==> src/rtl/dmux8way_reg.sv <==
// Registered 1-to-8 demultiplexer with per-lane one-hot valid flags.
// One register stage; idle or unselected lanes read zero.
module dmux8way_reg #(
  parameter int WIDTH = 4
) (
  input  logic             clk,
  input  logic             rst_n,
  input  logic             in_valid,
  input  logic [WIDTH-1:0] entrada,
  input  logic [2:0]       sel,
  output logic [WIDTH-1:0] o0,
  output logic [WIDTH-1:0] o1,
  output logic [WIDTH-1:0] o2,
  output logic [WIDTH-1:0] o3,
  output logic [WIDTH-1:0] o4,
  output logic [WIDTH-1:0] o5,
  output logic [WIDTH-1:0] o6,
  output logic [WIDTH-1:0] o7,
  output logic [7:0]       out_valid
);

  logic [WIDTH-1:0] r_lane [8];
  logic [7:0]       r_valid;
  logic [7:0]       w_hit;

  always_comb begin
    w_hit = 8'h00;
    if (in_valid) w_hit = 8'h01 << sel;
  end

  // Every lane is rewritten each cycle, so stale data never lingers.
  always_ff @(posedge clk or negedge rst_n) begin
    if (!rst_n) begin
      for (int k = 0; k < 8; k++)
        r_lane[k] <= '0;
      r_valid <= 8'h00;
    end else begin
      for (int k = 0; k < 8; k++)
        r_lane[k] <= w_hit[k] ? entrada : '0;
      r_valid <= w_hit;
    end
  end

  assign o0 = r_lane[0];
  assign o1 = r_lane[1];
  assign o2 = r_lane[2];
  assign o3 = r_lane[3];
  assign o4 = r_lane[4];
  assign o5 = r_lane[5];
  assign o6 = r_lane[6];
  assign o7 = r_lane[7];
  assign out_valid = r_valid;

endmodule

==> config.mk <==
export PLATFORM = sky130hd
export DESIGN_NAME = dmux8way_reg
export DESIGN_NICKNAME = d
export VERILOG_FILES = /design/src/rtl/dmux8way_reg.sv
export SDC_FILE = /design/constraint.sdc
export NUM_CORES = 1
export LEC_CHECK = 0
export BUFFER_PORTS_ARGS = -buffer_cell sky130_fd_sc_hd__buf_2
export CAP_MARGIN = 20
export CELL_PAD_IN_SITES_DETAIL_PLACEMENT = 1
export CELL_PAD_IN_SITES_GLOBAL_PLACEMENT = 1
export CORE_MARGIN = 2
export CORE_UTILIZATION = 38
export DETAILED_ROUTE_END_ITERATION = 10
export GPL_TIMING_DRIVEN = 0
export PLACE_DENSITY_LB_ADDON = 0.1
export RECOVER_POWER = 25
export SLEW_MARGIN = 10
export SYNTH_ARGS = -nofsm -noshare
export SYNTH_HDL_FRONTEND = slang
export SYNTH_SLANG_ARGS = --single-unit
==> constraint.sdc <==
create_clock -name clk -period 1 [get_ports clk]
set_input_delay 0.1 -clock clk [delete_from_list [all_inputs] [get_ports clk]]
set_output_delay 0.1 -clock clk [all_outputs]
set_load 0.02 [all_outputs]
[Word level (Yosys, flattened, before mapping)]
Index checks and enable logic that the tools add are counted.
Operators by class
  shift operators: 1
  multiplexer cells: 9
Operators by type and width (number)
  two-way mux 4 bit: 8
  two-way mux 8 bit: 1
  << shifter 1 x 3 -> 8 bit, first input constant: 1
Word-level totals
  register bits: 40
  input port bits: 10
  output and inout port bits: 40
  logic and storage cells: 19

[Logic depth before layout (Yosys ltp)]
Gate-level depths: netlist of run 1.
  depth in word-level cells: 3
  mapped depth: 4
  mapped depth without buffers: 2

[Least setup slack after synthesis of run 1]
No wires, ideal clock.
  path type: in2reg
  from: input port sel[0]
  to: register r_lane, in the netlist o0[2]
  setup time: 0.072 ns
  arrival time: 0.664 ns
  required time: 0.928 ns
  path slack: 0.263 ns
  cell stages on the path: 3
  buffers on the path: 1
  cell sequence: buf_6 or3_4 nor2_1
On the way
  cells in the longest elaborated chain, start to end: 3
Ends and longest elaborated chain
  from (decl): RTL line 10  | input logic [2:0] sel,
  << shifter 1 x 3 -> 8 bit: RTL line 28  | if (in_valid) w_hit = 8'h01 << sel;
  two-way mux 8 bit: RTL line 28
  two-way mux 4 bit: RTL line 39  | r_lane[k] <= w_hit[k] ? entrada : '0;
  to (signal, indexed assignment): RTL line 39
  to (decl): RTL line 22  | logic [WIDTH-1:0] r_lane [8];
Every way passes these cells.

[Worst setup path in the final report of run 1]
  from: register r_lane, in the netlist o7[0]
  to: output port o7[0]
RTL lines
  to (decl): RTL line 18  | output logic [WIDTH-1:0] o7,
No word-level cell between the ends.

==> results of run 1 <==
-- worst min-delay path by stage --
stage	to	depth (start not counted)
2_1_floorplan	o0[0]	0
3_3_place_gp	out_valid[2]	1
3_5_place_dp	o4[2]	1
4_1_cts	o0[0]	3
5_1_grt	o0[0]	3
6_report	o0[0]	3
-- power by group through the flow --
stage	combinational [mW]	sequential, mW	clock [mW]
final	0.257	1.66	0.793
after global routing	0.287	1.66	0.890
after CTS	0.238	1.65	0.814
after detailed placement	0.226	1.68	0
after global placement	0.217	1.68	0
after floorplan	0.0764	1.72	0
-- timing repair --
item / in CTS / in global routing
setup endpoints to repair: 11 / 79
resized for setup: 22 / 55
hold buffers: 1 / 0
endpoints found under the hold margin: 40 / 0
-- cell families after synthesis --
kind of cell	Yosys count	synth area share [%]
buffers and inverters	4	2.05
AND/OR/NAND/NOR	55	20.0
flip-flops	40	78.0
-- through the flow --
stage               setup WS [ps]  instances  hold WS, ps
CTS                         -14.8        202         17.9
floorplan                     263         99         -196
global route                -44.5        202         19.0
detailed placement          -96.6        193          249
finish                      -4.57        202         30.2
global placement             20.0        193          229
-- layer usage --
layer / track usage [%] / vias to the layer above / wire length, um
met4: 6.94 / 0 / 55
met5: 0 / - / 0
met2: 28.1 / 40 / 1650
met1: 20.9 / 469 / 1260
li1: - / 426 / -
met3: 6.70 / 7 / 197
-- layout by cell type, fill, tap and decap left out, types with 2 or more instances in the layout --
master / netlist / routed
buf_2: 3 / 10
buf_6: 1 / 39
clkbuf_1: 0 / 2
clkbuf_4: 0 / 6
clkinv_2: 0 / 2
dfrtp_1: 40 / 40
nand2_1: 5 / 5
nand2b_1: 3 / 3
nand3_1: 2 / 2
nand3b_1: 3 / 3
nor2_1: 27 / 27
nor3_1: 13 / 13
-- state kept, by name (all words and copies together) (netlist names) --
name	count
o3	4
o2	4
o0	4
o6	4
o4	4
out_valid	8
o5	4
o1	4
o7	4
-- area by class of cell --
type	instances	area [um^2]	area share, %
multi-input cells	55	256	13.6
clock inverters	3	18.8	0.995
flip-flops and latches	40	1000	53.1
plain buffers	4	23.8	1.26
well taps	46	57.6	3.05
repair buffers	49	490	26.0
clock buffers	5	37.5	1.99
==> results.yml, run 1 <==
run_status:
  status: "finished, violations left"
  violations: "negative setup slack"
timing:
  tns_ps: -4.57
  drv_slew: 0
  rsz0062_at_grt: "yes"
  max_freq_mhz: 995
  fin_crit_sh_pct: 100
  timing.final.ws_setup_ps: -4.57
  slew_headroom_pct: 65.3
  setup_viol_count_final: 1
  tightest_slew_ps: 521
  finalHoldViolCount: 0
  min_period_ps: 1000
pwr:
  ir_drop_uv: 800
  pwr-share-seq_pct: 61.3
  power_frac_clock_pct: 29.3
  powerDensity_mw_per_mm2: 1440
  combPwrFrac_pct: 9.5
  swShare_pct: 25.8
  internal-power_mw: 2.01
  leakagePower_nw: 0.957
  p_total_mw: 2.71
  p_sw_mw: 0.700
floorplan:
  fp.coreArea_mm2: 0.00328
  dieArea_mm2: 0.00386
  die_h_um: 62.1
  start_util_pct: 39.1
  io_pins: 50
  num_rows: 21
  die_w_um: 62.1
clock_network:
  cts_root_buf: "clkbuf_4"
  clockBufferDepth: 2
  clkTransAtPathRegs_ps: 120
  cts_setup_buffers: 0
  cts_tree: "yes"
  cts.sinks: 40
  numCtsBuffers: 5
  htree_levels: 2
worst_setup_path:
  cp.depth: 1
  cpLargestDelayFamily: "flip-flops"
  critPathCapture: "o7[0]"
  arrival_ps: 900
  worstPathMaxFanout: 1
  crit_chain: "buf_6"
  start_kind: "register"
  critical_path_class: "register to output port"
  cp_slowest_cell: "dfrtp_1"
  crit_path_start: "o7[0]"
  cp_slowest_stage_delay_ps: 420
  critPathBufInv: 1
  worstSetupEndpointType: "output port"
  worstPathRequired_ps: 900
logic_synthesis:
  synth.distinct_cells: 11
  synth.cell_area_mm2: 0.00128
  syn_inst: 99
  synth_top_area_cell: "dfrtp_1"
  syn_nets: 109
  post-synth-top-count-cell: "dfrtp_1"
  synth-edff-count: 0
  syn_avg_cell_area_um2: 13.0
  seq_area_frac_synth_pct: 78.0
  yosys-top-cells-count: "dfrtp_1 (40), nor2_1 (27), nor3_1 (13), nand2_1 (5)"
  ys_seq_elements: 40
  yosysWarnings: 0
  yosys-top-cells-area: "dfrtp_1 (78%), nor2_1 (7.9%), nor3_1 (5.1%)"
  synth_ff_type: "dfrtp_1"
  async_reset_ff_share_pct: 100
  yosys.area.top_type_share_pct: 78.0
route:
  wl_per_cell_um: 15.7
  num_vias: 942
  firstDrtPassIters: 4
  ant_nets: 0
  wl_mm: 3.16
  drc: 0
  vias_per_cell: 4.66
  drt_iter0_drc: 23
global_route:
  grt_pass1_wl_mm: 5.03
  antenna_found_initial: 0
  grt_overflow: 0
  grt_pass1_vias: 1026
  grt_max_degree: 41
  grtUsageTotal_pct: 17.3
place:
  portBuffers: 48
  gp_congestion: 0.702
  dp_hpwl_mm: 2.07
  placed_cell_area_mm2: 0.00158
cells_and_area:
  final_area_mm2: 0.00189
  diodes: 0
  area_growth_syn_to_layout_pct: 46.9
  fillerInstances: 345
  drive_above_1_share_pct: 37.8
  nets: 165
  final_util_pct: 57.4
min_path:
  hp-class: "input port to register"
  hp-start: "sel[1]"
job:
  cap_violations: 0
(Power assumes the default switching activity.)
==> run 2, diff against run 1 <==
Settings changed: SETUP_SLACK_MARGIN set to 0.3.
==> results.yml, run 2 (same netlist as run 1, synthesis figures left out) <==
route:
  wl_per_cell_um: 14.9
  wl_mm: 3.00
  vias_per_cell: 4.48
  drt_iter0_drc: 30
  drc: 0
  ant_nets: 0
  num_vias: 900
  firstDrtPassIters: 2
worst_setup_path:
  cp.depth: 1
  critPathBufInv: 1
  start_kind: "register"
  critical_path_class: "register to output port"
  cp_slowest_cell: "dfrtp_1"
  worstSetupEndpointType: "output port"
  worstPathRequired_ps: 900
  cp_slowest_stage_delay_ps: 400
  worstPathMaxFanout: 1
  arrival_ps: 870
  cpLargestDelayFamily: "flip-flops"
  crit_chain: "buf_6"
cells_and_area:
  nets: 164
  most-common-layout-cells: "dfrtp_1 (40), buf_6 (40), nor2_1 (27), nor3_1 (13), buf_2 (7)"
  area_growth_syn_to_layout_pct: 47.7
  final_cells: 201
  largest_reg_flops: 8
  diodes: 0
  drive_above_1_share_pct: 37.4
timing:
  hold_ws_ps: -97.4
  rsz0062_at_grt: "yes"
  tightest_slew_ps: 964
  min_period_ps: 970
  drv_slew: 0
  timing.final.ws_setup_ps: 29.8
  slew_headroom_pct: 35.7
  fin_crit_sh_pct: 97.0
  max_freq_mhz: 1030
  finalHoldViolCount: 40
  setup_viol_count_final: 0
global_route:
  grtUsageMet3_pct: 5.62
  grt_use_met1_pct: 22.3
  grt_max_degree: 41
  grt_pass1_vias: 969
  top_usage_layer: "met2"
  grtUsageTotal_pct: 17.2
  use_met2_pct: 27.6
  grt_overflow: 0
  antenna_found_initial: 0
  grt_pass1_wl_mm: 5.01
pwr:
  leakagePower_nw: 0.950
  p_total_mw: 2.75
  powerDensity_mw_per_mm2: 1450
  combPwrFrac_pct: 9.4
  swShare_pct: 24.0
  internal-power_mw: 2.09
  ir_drop_uv: 699
  power_frac_clock_pct: 30.2
  pwr-share-seq_pct: 60.4
  p_sw_mw: 0.660
place:
  gp_congestion: 0.731
  placed_cells: 193
  pre_cts_slack_ps: 19.5
  portBuffers: 48
  dp_hpwl_mm: 1.93
clock_network:
  clockBufferDepth: 2
  cts_setup_buffers: 0
  clkTransAtPathRegs_ps: 110
  cts_tree: "yes"
  cts_root_buf: "clkbuf_4"
  cts.sinks: 40
  htree_levels: 2
  numCtsBuffers: 5
min_path:
  hp-class: "input port to async pin"
floorplan:
  start_util_pct: 39.1
  io_pins: 50
  num_rows: 21
  die_h_um: 62.1
  die_w_um: 62.1
  dieArea_mm2: 0.00386
  fp.coreArea_mm2: 0.00328
job:
  cap_violations: 0
run_status:
  status: "finished, violations left"
  violations: "negative hold slack"
## run 2: what timing repair did
item                                   4_1_cts  5_1_grt
endpoints found under the hold margin       40       40
gates resized for setup                     80        2
setup endpoints to repair                   40       44
## run 2: layout make-up
type                    count  area (um^2)
plain buffers               4         27.5
clock buffers               8         58.8
fillers                   356         1390
multi-input cells          55          262
flip-flops and latches     40         1000
well taps                  46         57.6
repair buffers             48          489
## run 2: power by group through the flow
stage	sequential, mW	clock, mW	combinational [mW]
after floorplan	1.72	0	0.0805
after global placement	1.68	0	0.224
after detailed placement	1.68	0	0.231
after CTS	1.66	0.844	0.265
after global routing	1.66	0.899	0.286
final	1.66	0.830	0.258
## run 2: worst max path at each step
stage,from,endpoint,slack (ps)
2_1_floorplan,sel[0],o0[2],270
3_3_place_gp,sel[1],o4[2],30
3_5_place_dp,sel[1],o6[2],20
4_1_cts,o1[0],o1[0],20
5_1_grt,o1[1],o1[1],-10
6_report,o5[2],o5[2],30
## run 2: per-layer routing
metal  share of wire [%]  vias up
li1                    -      428
met1                  43      433
met2                  50       34
met3                 6.3        5
met4                0.90        0
met5                   0        -
## run 2: per-stage QoR
step	setup TNS, ps	util (%)	area, um^2
after detailed placement	0	48.5	1590
after CTS	0	57.9	1900
after global placement	0	48.5	1590
final	0	57.7	1900
after global routing	-38.3	57.7	1900
after floorplan	0	-	1290
==> run 3, diff against run 2 <==
Settings changed: ABC_AREA set to 1.
==> results.yml, run 3 <==
timing:
  timing.final.ws_setup_ps: 29.9
  hold_ws_ps: -130
  tns_ps: 0
  fin_crit_sh_pct: 97.0
  slew_headroom_pct: 42.9
  drv_slew: 0
  rsz0062_at_grt: "yes"
  min_period_ps: 970
  finalHoldViolCount: 40
  setup_viol_count_final: 0
  max_freq_mhz: 1030
  tightest_slew_ps: 856
min_path:
  hp-class: "input port to async pin"
place:
  dp_hpwl_mm: 1.88
  gp_congestion: 0.664
  placed_cells: 196
  portBuffers: 49
  pre_cts_slack_ps: 178
logic_synthesis:
  syn_inst: 103
  synth_ff_type: "dfrtp_1"
  ys_seq_elements: 40
  synth.cell_area_mm2: 0.00124
  yosys.area.top_type_share_pct: 80.7
  syn_nets: 113
  seq_area_frac_synth_pct: 80.7
  synth_top_area_cell: "dfrtp_1"
  yosys-top-cells-area: "dfrtp_1 (81%), nor2_1 (11%), inv_1 (4.8%)"
  post-synth-top-count-cell: "dfrtp_1"
  synth.distinct_cells: 6
  yosys-top-cells-count: "dfrtp_1 (40), nor2_1 (35), inv_1 (16), nand2_1 (10)"
  yosysWarnings: 0
  synth-edff-count: 0
  syn_avg_cell_area_um2: 12.0
  async_reset_ff_share_pct: 100
job:
  cap_violations: 0
worst_setup_path:
  critical_path_class: "register to output port"
  cp_slowest_stage_delay_ps: 410
  cpLargestDelayFamily: "flip-flops"
  arrival_ps: 870
  crit_chain: "buf_6"
  start_kind: "register"
  cp_slowest_cell: "dfrtp_1"
  critPathBufInv: 1
  worstSetupEndpointType: "output port"
  worstPathMaxFanout: 1
  worstPathRequired_ps: 900
route:
  ant_nets: 0
  drt_iter0_drc: 9
  firstDrtPassIters: 3
  wl_mm: 2.81
  vias_per_cell: 4.30
  drc: 0
  num_vias: 872
  wl_per_cell_um: 13.9
run_status:
  status: "finished, violations left"
  violations: "negative hold slack"
cells_and_area:
  largest_reg_flops: 8
  area_growth_syn_to_layout_pct: 47.7
  nets: 169
  diodes: 0
  drive_above_1_share_pct: 33.3
  final_cells: 203
  most-common-layout-cells: "dfrtp_1 (40), buf_6 (40), nor2_1 (36), inv_1 (17), nand2_1 (10)"
global_route:
  antenna_found_initial: 0
  grtUsageTotal_pct: 17.5
  grt_pass1_vias: 980
  grt_overflow: 0
  grt_max_degree: 41
  grt_pass1_wl_mm: 4.52
clock_network:
  htree_levels: 2
  cts_root_buf: "clkbuf_4"
  clockBufferDepth: 2
  cts_tree: "yes"
  clkTransAtPathRegs_ps: 120
  cts_setup_buffers: 0
  cts.sinks: 40
  numCtsBuffers: 5
floorplan:
  fp.coreArea_mm2: 0.00308
  start_util_pct: 40.3
  die_w_um: 61.1
  num_rows: 20
  io_pins: 50
  dieArea_mm2: 0.00374
  die_h_um: 61.1
pwr:
  p_total_mw: 2.60
  leakagePower_nw: 1.08
  powerDensity_mw_per_mm2: 1420
  ir_drop_uv: 681
run 3: routing by layer:
metal / wire (um) / track usage (%) / vias to the layer above
met1: 1090 / 19.7 / 435
li1: - / - / 405
met5: 0 / 0 / -
met4: 19 / 5.28 / 0
met2: 1550 / 32.4 / 30
met3: 157 / 4.62 / 2
run 3: layout make-up:
cell class	instances	area (um^2)
Sequential cell	40	1000
Fill cell	344	1250
Clock inverter	1	5.00
Timing Repair Buffer	49	493
Multi-Input combinational cell	46	173
Inverter	17	63.8
Clock buffer	6	41.3
Tap cell	44	55.1
run 3: final timing paths:
| check | from | endpoint | slack (ps) | depth (start not counted) |
|---|---|---|---|---|
| hold / removal | rst_n | o6[1] | -130 | 1 |
| max in group asynchronous | rst_n | o5[0] | 580 | 1 |
| setup / recovery | o6[1] | o6[1] | 30 | 1 |
| min in group clk | entrada[2] | o5[2] | 140 | 3 |
run 3: cell families (layout without fill, tap and decap cells):
family        Yosys count  count (layout)  synth area share, %
simple gates           46              46                 14.1
flops                  40              40                 80.7
buf+inv                17              73                 5.15
run 3: power breakdown:
group,leakage (nW),internal [mW],total [mW],switching [mW]
combinational,0.496,0.0771,0.217,0.140
clock,0.0281,0.259,0.723,0.464
sequential,0.553,1.65,1.66,0.0143
run 3: per-stage QoR:
step                util [%]  area, um^2
finish                  59.5        1830
global route            59.5        1830
CTS                     59.7        1840
detailed placement      50.0        1540
global placement        50.0        1540
floorplan                  -        1240
run 3: timing repair:
| item | CTS | global route |
|---|---|---|
| hold endpoints to repair | 40 | 40 |
| endpoints found under the setup margin | 40 | 40 |
| gates resized for setup | 80 | 0 |
